### src/rtl/ps2_pkg.sv
// Shared definitions for the PS/2 key decoder: prefix bytes, discard list,
// prefix FSM states and the set-2 to ASCII table.
package ps2_pkg;

  localparam logic [7:0] PS2_E0 = 8'hE0;
  localparam logic [7:0] PS2_F0 = 8'hF0;
  localparam int         EVT_W  = 10;

  // Keyboard status/ack bytes that never start a scan code
  localparam logic [7:0] DISCARD_BYTES [6] = '{8'h00, 8'hAA, 8'hEE, 8'hFA, 8'hFE, 8'hFF};

  typedef enum logic [1:0] {ST_IDLE, ST_E0, ST_F0, ST_E0F0} ps2_state_t;

  function automatic logic is_discard(input logic [7:0] b);
    logic hit;
    hit = 1'b0;
    for (int i = 0; i < 6; i++) begin
      if (b == DISCARD_BYTES[i]) hit = 1'b1;
    end
    return hit;
  endfunction

  function automatic logic [7:0] set2_to_ascii(input logic [7:0] code);
    case (code)
      8'h1C: return 8'h61; 8'h32: return 8'h62; 8'h21: return 8'h63; 8'h23: return 8'h64;
      8'h24: return 8'h65; 8'h2B: return 8'h66; 8'h34: return 8'h67; 8'h33: return 8'h68;
      8'h43: return 8'h69; 8'h3B: return 8'h6A; 8'h42: return 8'h6B; 8'h4B: return 8'h6C;
      8'h3A: return 8'h6D; 8'h31: return 8'h6E; 8'h44: return 8'h6F; 8'h4D: return 8'h70;
      8'h15: return 8'h71; 8'h2D: return 8'h72; 8'h1B: return 8'h73; 8'h2C: return 8'h74;
      8'h3C: return 8'h75; 8'h2A: return 8'h76; 8'h1D: return 8'h77; 8'h22: return 8'h78;
      8'h35: return 8'h79; 8'h1A: return 8'h7A;
      8'h45: return 8'h30; 8'h16: return 8'h31; 8'h1E: return 8'h32; 8'h26: return 8'h33;
      8'h25: return 8'h34; 8'h2E: return 8'h35; 8'h36: return 8'h36; 8'h3D: return 8'h37;
      8'h3E: return 8'h38; 8'h46: return 8'h39;
      8'h29: return 8'h20;
      8'h5A: return 8'h0D;
      default: return 8'h00;
    endcase
  endfunction

endpackage

### src/rtl/ps2_evt_fifo.sv
// First-word fall-through event queue; a push into a full queue is accepted
// only when a pop happens on the same cycle.
module ps2_evt_fifo #(
  parameter int DEPTH = 8,
  parameter int WIDTH = 10
) (
  input  logic             clk,
  input  logic             rst,
  input  logic             wr_en,
  input  logic [WIDTH-1:0] wr_data,
  input  logic             rd_en,
  output logic [WIDTH-1:0] rd_data,
  output logic             empty,
  output logic             full
);

  localparam int AW = $clog2(DEPTH);

  logic [WIDTH-1:0] mem [DEPTH];
  logic [AW-1:0]    wr_ptr_reg, rd_ptr_reg;
  logic [AW:0]      count_reg;
  logic             do_rd, do_wr;

  assign empty   = (count_reg == '0);
  assign full    = (count_reg == (AW+1)'(DEPTH));
  assign do_rd   = rd_en && !empty;
  assign do_wr   = wr_en && (!full || do_rd);
  assign rd_data = mem[rd_ptr_reg];

  always_ff @(posedge clk) begin
    if (do_wr) mem[wr_ptr_reg] <= wr_data;
  end

  always_ff @(posedge clk or posedge rst) begin
    if (rst) begin
      wr_ptr_reg <= '0;
      rd_ptr_reg <= '0;
      count_reg  <= '0;
    end else begin
      if (do_wr) wr_ptr_reg <= wr_ptr_reg + 1'b1;
      if (do_rd) rd_ptr_reg <= rd_ptr_reg + 1'b1;
      if (do_wr && !do_rd)      count_reg <= count_reg + 1'b1;
      else if (do_rd && !do_wr) count_reg <= count_reg - 1'b1;
    end
  end

endmodule

### src/rtl/ps2_key_decoder.sv
// PS/2 set-2 byte stream to key event decoder with event queue and held-key
// tracking. Define PS2_KEY_ASCII_EN to add the evt_ascii output.
module ps2_key_decoder
  import ps2_pkg::*;
#(
  parameter int FIFO_DEPTH      = 8,
  parameter int CNT_W           = 8,
  parameter int SUPPRESS_REPEAT = 1
) (
  input  logic             clk,
  input  logic             rst,
  input  logic [7:0]       ps2_data,
  input  logic             ps2_ready,
  output logic             ps2_nextdata_n,
  output logic             evt_valid,
  input  logic             evt_ready,
  output logic [7:0]       evt_code,
  output logic             evt_ext,
  output logic             evt_break,
  output logic [CNT_W-1:0] press_cnt,
  output logic             key_held,
  output logic             ovf
`ifdef PS2_KEY_ASCII_EN
  , output logic [7:0]     evt_ascii
`endif
);

  ps2_state_t       state_reg, state_next;
  logic             pop_reg;
  logic             evt_done, evt_ext_c, evt_brk_c;
  logic             held_reg;
  logic [8:0]       held_key_reg;
  logic [CNT_W-1:0] cnt_reg;
  logic             ovf_reg;
  logic             held_match, suppress, push_req, push_ok;
  logic             fifo_pop, fifo_empty, fifo_full;
  logic [EVT_W-1:0] head;

  // Registered strobe: a pop cycle is always followed by at least one idle cycle
  always_ff @(posedge clk or posedge rst) begin
    if (rst) pop_reg <= 1'b0;
    else     pop_reg <= ps2_ready && !pop_reg;
  end
  assign ps2_nextdata_n = ~pop_reg;

  always_ff @(posedge clk or posedge rst) begin
    if (rst) state_reg <= ST_IDLE;
    else     state_reg <= state_next;
  end

  always_comb begin
    state_next = state_reg;
    evt_done   = 1'b0;
    evt_ext_c  = 1'b0;
    evt_brk_c  = 1'b0;
    if (pop_reg) begin
      case (state_reg)
        ST_IDLE: begin
          if (ps2_data == PS2_E0)      state_next = ST_E0;
          else if (ps2_data == PS2_F0) state_next = ST_F0;
          else if (!is_discard(ps2_data)) evt_done = 1'b1;
        end
        ST_E0: begin
          if (ps2_data == PS2_F0) state_next = ST_E0F0;
          else if (ps2_data != PS2_E0) begin
            evt_done = 1'b1; evt_ext_c = 1'b1; state_next = ST_IDLE;
          end
        end
        ST_F0: begin
          if (ps2_data != PS2_F0) begin
            evt_done = 1'b1; evt_brk_c = 1'b1; state_next = ST_IDLE;
          end
        end
        ST_E0F0: begin
          if (ps2_data != PS2_F0) begin
            evt_done = 1'b1; evt_ext_c = 1'b1; evt_brk_c = 1'b1; state_next = ST_IDLE;
          end
        end
        default: state_next = ST_IDLE;
      endcase
    end
  end

  assign held_match = held_reg && (held_key_reg == {evt_ext_c, ps2_data});
  assign suppress   = (SUPPRESS_REPEAT != 0) && !evt_brk_c && held_match;
  assign push_req   = evt_done && !suppress;
  assign fifo_pop   = evt_valid && evt_ready;
  assign push_ok    = push_req && (!fifo_full || fifo_pop);

  ps2_evt_fifo #(.DEPTH(FIFO_DEPTH), .WIDTH(EVT_W)) u_fifo (
    .clk     (clk),
    .rst     (rst),
    .wr_en   (push_req),
    .wr_data ({evt_ext_c, evt_brk_c, ps2_data}),
    .rd_en   (fifo_pop),
    .rd_data (head),
    .empty   (fifo_empty),
    .full    (fifo_full)
  );

  // Held-key state follows the keyboard, independent of queue space
  always_ff @(posedge clk or posedge rst) begin
    if (rst) begin
      held_reg     <= 1'b0;
      held_key_reg <= '0;
      cnt_reg      <= '0;
      ovf_reg      <= 1'b0;
    end else begin
      if (evt_done && !evt_brk_c && !suppress) begin
        held_reg     <= 1'b1;
        held_key_reg <= {evt_ext_c, ps2_data};
      end else if (evt_done && evt_brk_c && held_match) begin
        held_reg <= 1'b0;
      end
      if (push_ok && !evt_brk_c) cnt_reg <= cnt_reg + CNT_W'(1);
      if (push_req && !push_ok)  ovf_reg <= 1'b1;
    end
  end

  assign evt_valid = !fifo_empty;
  assign evt_ext   = evt_valid & head[9];
  assign evt_break = evt_valid & head[8];
  assign evt_code  = evt_valid ? head[7:0] : 8'h00;
  assign press_cnt = cnt_reg;
  assign key_held  = held_reg;
  assign ovf       = ovf_reg;

`ifdef PS2_KEY_ASCII_EN
  assign evt_ascii = (evt_valid && !head[9]) ? set2_to_ascii(head[7:0]) : 8'h00;
`endif

endmodule

### config.mk
export PLATFORM = sky130hd
export DESIGN_NAME = ps2_key_decoder
export DESIGN_NICKNAME = d
export VERILOG_FILES = /design/src/rtl/ps2_pkg.sv /design/src/rtl/ps2_evt_fifo.sv /design/src/rtl/ps2_key_decoder.sv
export SDC_FILE = /design/constraint.sdc
export NUM_CORES = 1
export LEC_CHECK = 0
export ABC_AREA = 1
export CORE_UTILIZATION = 60
export CTS_CLUSTER_SIZE = 10
export DETAILED_ROUTE_END_ITERATION = 10
export PLACE_DENSITY = 0.93
export SLEW_MARGIN = 30
export SYNTH_ARGS = -nofsm -noshare
export SYNTH_HDL_FRONTEND = slang
export SYNTH_SLANG_ARGS = --single-unit
### constraint.sdc
create_clock -name clk -period 6.1 [get_ports clk]
set_clock_uncertainty 0.05 [all_clocks]
set_input_delay 0.915 -clock clk [delete_from_list [all_inputs] [get_ports clk]]
set_output_delay 0.915 -clock clk [all_outputs]
set_load 0.01 [all_outputs]
# After elaboration in Yosys (flattened, before gate mapping)
# Memories as Yosys holds them, arrays and structs flattened.
# Cells that the tools add are included.
[op_classes] n_eq_ne=17 mux=35 n_addsub=5 bitwise=3 n_reduce_logical=33
[ops] operator="$eq 8x8->1 const B" n=7
[ops] operator="$mux 1" n=24
[ops] operator="$logic_and 1x1->1" n=16
[ops] operator="$ne 8x8->1 const B" n=2
[ops] operator="$mux 2" n=5
[ops] operator="$eq 9x9->1" n=1
[ops] operator="$add 8x1->8 const B" n=1
[ops] operator="$logic_not 1->1" n=8
[ops] operator="$logic_not 8->1" n=1
[ops] operator="$mux 4" n=2
[ops] operator="$mux 8" n=1
[ops] operator="$add 3x1->3 const B" n=2
[ops] operator="$ne 3x3->1 const B" n=2
[ops] operator="$pmux 2 s3" n=1
[ops] operator="$add 4x1->4 const B" n=1
[ops] operator="$eq 2x2->1 const B" n=2
[ops] operator="$eq 4x4->1 const B" n=1
[ops] operator="$logic_not 4->1" n=1
[ops] operator="$reduce_and 4->1" n=1
[ops] operator="$reduce_bool 2->1" n=2
[ops] operator="$sub 4x1->4 const B" n=1
[ops] operator="$pmux 1 s3" n=1
[ops] operator="$and 1x1->1" n=2
[ops] operator="$eq 2x1->1 const B" n=1
[ops] operator="other kinds (6)" n=7
[totals] elab_cells=103 input_bits=12 out_inout_bits=22 mem_count=1 register_bits=32 ram_bits=80
[memory_table] memory="u_fifo.mem" depth=8 width=10 rd=1 rd_ports_with_merged_regs=0 wr=1 line_no="ps2_evt_fifo.sv:19" text="logic [WIDTH-1:0] mem [DEPTH];"

# Logic depth before layout (Yosys ltp)
# Gate-level depths: netlist (run 1).
[logic_depth] ltp_word=22 depth_mapped=20

# Cells and area by module
# From an unflattened synthesis (run 1), not the netlist that was laid out.
[unflattened] cells_unflattened=664 hier_area_um2=5676.7
[by_module_without_submodules] module="ps2_evt_fifo" cells_per_inst=434 area_per_inst_um2=4101.4 instances=1 seq_area_each_um2=2652.5
[by_module_without_submodules] module="ps2_key_decoder" cells_per_inst=230 area_per_inst_um2=1575.3 instances=1 seq_area_each_um2=550.5

# Least setup slack after synthesis (run 1)
# OpenSTA, ideal clock, no wires.
[synth_timing] path_kind="input -> register" startpoint="in ps2_data[0]" endpoint="reg u_fifo.count_reg[3]" setup_slack_ps=2863 arrival_time_ps=3062 t_required_ps=5925 path_stages=20 setup_ps=125 path_buffers=0 cell_sequence="inv_2 > nand2_1 > nor2_2 > nand2_2 > nand3_1 > nand2_1 > nand2_2 > nand2_1 > nand4_1 > nand3_2 > inv_1 > ha_1 > inv_1 > ha_1 > a21o_1 > a21oi_1 > nand2_1 > nand2_1 > nor2_1 > xor2_1"
[synth_between] elab_chain_cells=21 word_cells_on_any_way=44 cone_classes="eq/ne (10); mux (23); reduce/logical (11)"
[synth_rtl] item="start: declaration" line_no="ps2_key_decoder.sv:12" text="input logic [7:0] ps2_data,"
[synth_rtl] item="$logic_not 8->1" line_no="ps2_pkg.sv:18" text="if (b == DISCARD_BYTES[i]) hit = 1'b1;"
[synth_rtl] item="$mux 1 (6 in series)" line_no="ps2_pkg.sv:18"
[synth_rtl] item="$mux 1" line_no="ps2_key_decoder.sv:60" text="else if (ps2_data == PS2_F0) state_next = ST_F0;"
[synth_rtl] item="$mux 1" line_no="ps2_key_decoder.sv:59" text="if (ps2_data == PS2_E0) state_next = ST_E0;"
[synth_rtl] item="$mux 1" line_no="ps2_key_decoder.sv:57" text="case (state_reg)"
[synth_rtl] item="$mux 1" line_no="ps2_key_decoder.sv:56" text="if (pop_reg) begin"
[synth_rtl] item="$mux 1" line_no="ps2_key_decoder.sv:61" text="else if (!is_discard(ps2_data)) evt_done = 1'b1;"
[synth_rtl] item="$mux 1" line_no="ps2_key_decoder.sv:60"
[synth_rtl] item="$mux 1" line_no="ps2_key_decoder.sv:59"
[synth_rtl] item="$pmux 1 s3" line_no="ps2_key_decoder.sv:57"
[synth_rtl] item="$mux 1" line_no="ps2_key_decoder.sv:56"
[synth_rtl] item="$logic_and 1x1->1 *" line_no="ps2_key_decoder.sv:86" text="assign push_req = evt_done && !suppress;"
[synth_rtl] item="$logic_and 1x1->1 *" line_no="ps2_evt_fifo.sv:27" text="assign do_wr = wr_en && (!full || do_rd);"
[synth_rtl] item="net u_fifo.do_wr" line_no="ps2_evt_fifo.sv:22" text="logic do_rd, do_wr;"
[synth_rtl] item="$logic_not 1->1" line_no="ps2_evt_fifo.sv:43" text="else if (do_rd && !do_wr) count_reg <= count_reg - 1'b1;"
[synth_rtl] item="$logic_and 1x1->1" line_no="ps2_evt_fifo.sv:43"
[synth_rtl] item="$reduce_bool 2->1 (no source line)"
[synth_rtl] item="end signal: assignment" line_no="ps2_evt_fifo.sv:42" text="if (do_wr && !do_rd) count_reg <= count_reg + 1'b1;"
[synth_rtl] item="end signal: assignment" line_no="ps2_evt_fifo.sv:43"
[synth_rtl] item="end: declaration" line_no="ps2_evt_fifo.sv:21" text="logic [AW:0] count_reg;"
# The timed path passes the listed nets; every way through them passes the cells marked *. The select of a mux whose other input is x is not followed.
# A chain may end at the register's enable or synchronous reset.

# Worst setup path in the final report (run 1)
[layout_timing] startpoint="in ps2_data[2]" endpoint="reg u_fifo.count_reg[3]"
# The elaborated chain is that of the path after synthesis.

==> results of run 1 <==
path summary, 6_finish.rpt:
kind                                                 start                              end  slack, ns  cells after the start
max                                            ps2_data[2]  u_fifo.count_reg[3]$_DFFE_PP0P_       2.09                     20
min                            held_key_reg[7]$_DFFE_PP0P_      held_key_reg[7]$_DFFE_PP0P_       0.45                      2
max reg2reg                u_fifo.count_reg[0]$_DFFE_PP0P_  u_fifo.count_reg[3]$_DFFE_PP0P_       3.01                     14
min reg2reg                    held_key_reg[7]$_DFFE_PP0P_      held_key_reg[7]$_DFFE_PP0P_       0.45                      2
max in group asynchronous                              rst      held_key_reg[6]$_DFFE_PP0P_       4.83                      3
min in group asynchronous                              rst  u_fifo.count_reg[1]$_DFFE_PP0P_       0.87                      3
worst max-delay path, stage by stage:
cell and delay [ns]:
clkdlybuf4s50_1 0.68, inv_2 0.18, nand2_2 0.07, nor2_2 0.18, nand2_2 0.11, nand2_1 0.09, nand2_1 0.11, nand2_2 0.10
nand2_1 0.07, nand4_1 0.13, nand3_2 0.21, inv_1 0.13, ha_1 0.19, inv_1 0.09, ha_1 0.29, a21o_1 0.19
a21oi_1 0.17, nor2_1 0.06, nor2_1 0.12, xor2_1 0.17
per-stage QoR:
stage	util, %	instances	area [um2]	hold slack, ns
floorplan	-	495	5040	0.403
global placement	67.0	621	5480	0.420
detailed placement	67.2	621	5490	0.427
CTS	69.6	637	5690	0.450
global route	69.6	637	5690	0.486
finish	69.6	637	5690	0.447
cell families (layout without fill, tap and decap cells):
logic type / after synthesis / after routing / synth area share, %
xor gates and xnor gates: 14 / 14 / 2.43
AOI/OAI and AO/OA: 90 / 90 / 9.91
DFF: 112 / 112 / 63.6
buffers and inverters: 65 / 102 / 4.99
and+or+nand+nor: 207 / 207 / 17.2
adders and majority gates: 7 / 7 / 1.89
cell type report:
class                   count  area (um2)
inverters                  47         176
clock buffers              11         131
repair buffers             39         375
fillers                   526        2490
multi-input cells         318        1610
flip-flops and latches    112        3200
clock inverters             5        65.1
well taps                 105         131
routing by layer:
metal	vias up	global-route usage (%)	share of wire, %
li1	1738	-	-
met1	1786	35.9	41
met2	202	46.3	48
met3	36	5.04	8.3
met4	0	14.0	2.9
met5	-	0	0
cells in the final DEF, fill, tap and decap left out, types with 2 or more instances in the layout:
master / synthesis / layout
ha_1: 6 / 6
clkbuf_1: 17 / 2
nand2_2: 4 / 4
inv_2: 4 / 5
nand2_1: 90 / 90
o21ai_0: 62 / 62
nand3_1: 10 / 10
clkbuf_8: 0 / 9
nor3_1: 8 / 7
a21oi_1: 3 / 3
clkdlybuf4s50_1: 0 / 33
o22ai_1: 10 / 10
dfrtp_1: 32 / 32
edfxtp_1: 80 / 80
clkinvlp_4: 0 / 2
nand4_1: 7 / 7
nor2_1: 82 / 78
nor2_2: 2 / 6
xor2_1: 6 / 6
xnor2_1: 8 / 8
a31oi_1: 10 / 10
inv_1: 43 / 42
buf_4: 0 / 6
synthesized netlist by cell type (2+ instances only):
| cell type | count | share of area (%) |
|---|---|---|
| a21oi_1 | 3 | 0.30 |
| a31oi_1 | 10 | 1.2 |
| clkbuf_1 | 17 | 1.3 |
| dfrtp_1 | 32 | 16 |
| edfxtp_1 | 80 | 48 |
| ha_1 | 6 | 1.5 |
| inv_1 | 43 | 3.2 |
| inv_2 | 4 | 0.30 |
| nand2_1 | 90 | 6.7 |
| nand2_2 | 4 | 0.50 |
| nand3_1 | 10 | 0.99 |
| nand4_1 | 7 | 0.87 |
| nor2_1 | 82 | 6.1 |
| nor2_2 | 2 | 0.25 |
| nor3_1 | 8 | 0.79 |
| o21ai_0 | 62 | 6.2 |
| o22ai_1 | 10 | 1.2 |
| xnor2_1 | 8 | 1.4 |
| xor2_1 | 6 | 1.0 |
report_power, final:
group / switching [W] / total [W] / internal (W) / leakage, nW
clock: 0.000252 / 0.000447 / 0.000195 / 0.0921
combinational: 0.000660 / 0.00107 / 0.000412 / 1.05
sequential: 0.0000965 / 0.00105 / 0.000956 / 1.12
==> run_results.csv, run 1 <==
group,metric,value,unit
detailed_routing,ant_nets,0,
cells_and_area,layout-drive-gt1-share,7.71,%
critical_path,cp_max_fo,12,
yosys,ys_ff_latch,112,
critical_path,end_kind,"flip-flop",
die,die_w,93.6,um
die,row_count,33,
yosys,synth_area,5040,um2
critical_path,cp.arrival,4.26,ns
placement,hpwlAfterDp,7130,um
critical_path,path_class,"in2reg",
sta,timing.final.ws_setup,2.09,ns
sta,post-route-min-period,4.01,ns
sta,min_period_over_period,65.7,%
pwr,p_leak,2.27,nW
run,drv_cap,0,
detailed_routing,drt_iter0_markers,472,
global_routing,grt_first_pass_wirelength,18000,um
hold_path,hold_class,"reg2reg",
critical_path,cp.required,6.35,ns
yosys,yosysWarnings,0,
yosys,ys_types,30,
clock_tree,cts_resized,0,
run_status,run_status,"finished, final reports clean",
cells_and_area,n_antenna_cell,0,
critical_path,start_kind,"input port",
pwr,power.total,0.00257,W
clock_tree,cts_made_buffers,9,
die,core_area,8180,um2
sta,finalHoldViolCount,0,
yosys,synth_edf_count,80,
yosys,ys.flop_type,"edfxtp_1",
placement,numPortBuffers,33,
detailed_routing,drc,0,
sta,max_clock_freq,250,MHz
detailed_routing,wl,11300,um
yosys,synth.net_count,514,
clock_tree,worstSkewPairLatency,0.38,ns
cells_and_area,fin_nets,546,
global_routing,antenna_found_initial,0,
yosys,synthCells,495,
sta,setup_viol,0,
sta,slew-limit-headroom,45.3,%
clock_tree,htree_levels,3,
cells_and_area,largest_reg_flops,80,
clock_tree,cts_root_buf,"clkbuf_8",
detailed_routing,dr_total_vias,3762,
sta,slew_viol_final,0,
clock_tree,path_clk_slew,0.10,ns
global_routing,grt_usage,28.1,%
yosys,async_flop_share,28.6,%
detailed_routing,wl_per_cell,17.7,um
clock_tree,cts_num_sinks,112,
clock_tree,postCtsSetupBuffers,0,
die,die_area,8770,um2
cells_and_area,syn_to_final_growth,12.9,%
placement,pre_cts_ws,1.78,ns
detailed_routing,via_per_inst,5.91,
die,die_y,93.6,um
clock_tree,clock_path_buffers,2,
clock_tree,cts_tree,"built",
sta,rsz0062_at_grt,"no",
global_routing,grt_pass1_vias,3694,
global_routing,grt_overflow,0,
pwr,irDropWorstVdd,286,uV
pwr,p_per_area,452,nW/um2
sta,setup-tns-final,0,ns
die,initial_core_util,61.6,%
yosys,seq_area_frac_synth,63.6,%
clock_tree,hold_buffers,0,
global_routing,grt_max_degree,44,
sta,worstMarginPinSlew,0.818,ns
yosys,avgSynthCellArea,10.2,um2
die,ios,34,
placement,gp_congestion,0.915,
detailed_routing,first_pass_iters,5,
Note: power is estimated with default switching activity, not from simulation.
==> run 2: changes to the inputs <==
CORE_UTILIZATION = 59   (was 60)
PLACE_DENSITY = 0.92   (was 0.93)
clock period = 4.19 ns   (was 6.1 ns; I/O delays follow)
==> run_results.csv, run 2 (synthesis results as in run 1) <==
group,metric,value,unit
run_status,run_status,"finished, final reports clean",
clock_tree,cts_num_sinks,112,
detailed_routing,via_per_inst,5.83,
pwr,p_leak,2.32,nW
sta,finalHoldViolCount,0,
global_routing,antenna_found_initial,0,
clock_tree,cts_tree,"built",
clock_tree,cts_made_buffers,9,
critical_path,path_class,"in2reg",
detailed_routing,first_pass_iters,6,
clock_tree,cts_root_buf,"clkbuf_8",
placement,hpwlAfterDp,7270,um
die,die_y,94.4,um
sta,rsz0062_at_grt,"no",
critical_path,start_kind,"input port",
sta,slew_viol_final,0,
global_routing,grt_first_pass_wirelength,17900,um
die,row_count,33,
die,initial_core_util,61.0,%
detailed_routing,wl_per_cell,17.3,um
detailed_routing,drt_iter0_markers,311,
critical_path,end_kind,"flip-flop",
pwr,irDropWorstVdd,310,uV
global_routing,grt_usage,27.6,%
die,core_area,8260,um2
placement,placed_cells,632,
critical_path,cp.required,4.44,ns
pwr,p_per_area,640,nW/um2
sta,slew-limit-headroom,50.5,%
pwr,power.total,0.00367,W
clock_tree,htree_levels,3,
cells_and_area,final_common_cell,"nand2_1",
cells_and_area,layout-drive-gt1-share,8.84,%
cells_and_area,fin_nets,557,
sta,min_period_over_period,85.8,%
placement,gp_congestion,0.901,
critical_path,cp_max_fo,12,
critical_path,r2r_slack,1.26,ns
clock_tree,path_clk_slew,0.10,ns
global_routing,grt_pass1_vias,3761,
clock_tree,worstSkewPairLatency,0.38,ns
die,die_area,8910,um2
placement,numPortBuffers,33,
detailed_routing,wl,11200,um
run,drv_cap,0,
sta,post-route-min-period,3.59,ns
cells_and_area,stdcell_area,5730,um2
hold_path,hold_class,"reg2reg",
clock_tree,postCtsSetupBuffers,0,
global_routing,grt_overflow,0,
sta,max_clock_freq,278,MHz
cells_and_area,largest_reg_flops,80,
clock_tree,hold_buffers,0,
cells_and_area,syn_to_final_growth,13.7,%
die,die_w,94.4,um
placement,dpl_cell_area,5550,um2
global_routing,grt_max_degree,43,
critical_path,cp.arrival,3.84,ns
sta,fin_hold_ws,0.443,ns
cells_and_area,n_antenna_cell,0,
sta,setup-tns-final,0,ns
clock_tree,clock_path_buffers,2,
sta,worstMarginPinSlew,0.741,ns
detailed_routing,ant_nets,0,
detailed_routing,dr_total_vias,3779,
cells_and_area,layout_common_cells,"90 x nand2_1, 82 x nor2_1, 80 x edfxtp_1",
detailed_routing,drc,0,
cells_and_area,final_cells,648,
clock_tree,cts_resized,0,
die,ios,34,
sta,setup_viol,0,
-- run 2: cell count changes in the layout (fill, tap and decap cells not counted), sizes merged --
cell / previous run / this run
buf: 6 / 17
clkinvlp: 2 / 1
bufinv: 1 / 0
clkinv: 0 / 3
inv: 49 / 50
clkbuf: 11 / 9
-- run 2: final timing paths --
kind / startpoint / endpoint / depth (start not counted)
max: ps2_data[7] / u_fifo.count_reg[3]$_DFFE_PP0P_ / 19
min: ovf$_DFFE_PP0P_ / ovf$_DFFE_PP0P_ / 1
max reg2reg: held_key_reg[7]$_DFFE_PP0P_ / u_fifo.count_reg[3]$_DFFE_PP0P_ / 16
min reg2reg: ovf$_DFFE_PP0P_ / ovf$_DFFE_PP0P_ / 1
max in group asynchronous: rst / held_key_reg[2]$_DFFE_PP0P_ / 3
min in group asynchronous: rst / held_key_reg[6]$_DFFE_PP0P_ / 2
-- run 2: metal layers --
metal / up-vias / wire, um / track usage, %
li1: 1757 / - / -
met1: 1758 / 4350 / 33.7
met2: 214 / 5340 / 43.5
met3: 50 / 948 / 6.84
met4: 0 / 583 / 18.8
met5: - / 0 / 0
-- run 2: critical path, cell delays in order --
cell and delay, ns:
clkdlybuf4s50_1 0.71, nand2_1 0.17, nor2_1 0.21, nand2_2 0.10, nand3_1 0.09, nand2_1 0.09, nand2_2 0.09, nand2_1 0.08
nand4_1 0.13, nand3_2 0.17, inv_1 0.12, ha_1 0.19, inv_1 0.10, ha_1 0.28, a21o_1 0.18, a21oi_1 0.16
nor2_1 0.06, nor2_1 0.12, xor2_1 0.16
-- run 2: report_power, final --
| part | switching [W] | internal (W) | leakage [nW] |
|---|---|---|---|
| clock | 0.000376 | 0.000222 | 0.0904 |
| sequential | 0.000131 | 0.00139 | 1.12 |
| combinational | 0.000927 | 0.000621 | 1.10 |
-- run 2: layout make-up --
cell class	instances	area, um2
sequential	112	3200
fill	605	2530
multi-input combinational	318	1580
timing repair buffer	50	458
inverter	47	176
tap	105	131
clock buffer	9	124
clock inverter	7	52.6
-- run 2: per-stage QoR --
| step | utilization (%) | setup WS [ns] |
|---|---|---|
| global placement | 67.2 | 0.388 |
| detailed placement | 67.2 | 0.177 |
| CTS | 69.4 | 0.626 |
| finish | 69.4 | 0.597 |
| floorplan | - | 1.24 |
| global route | 69.4 | 0.311 |
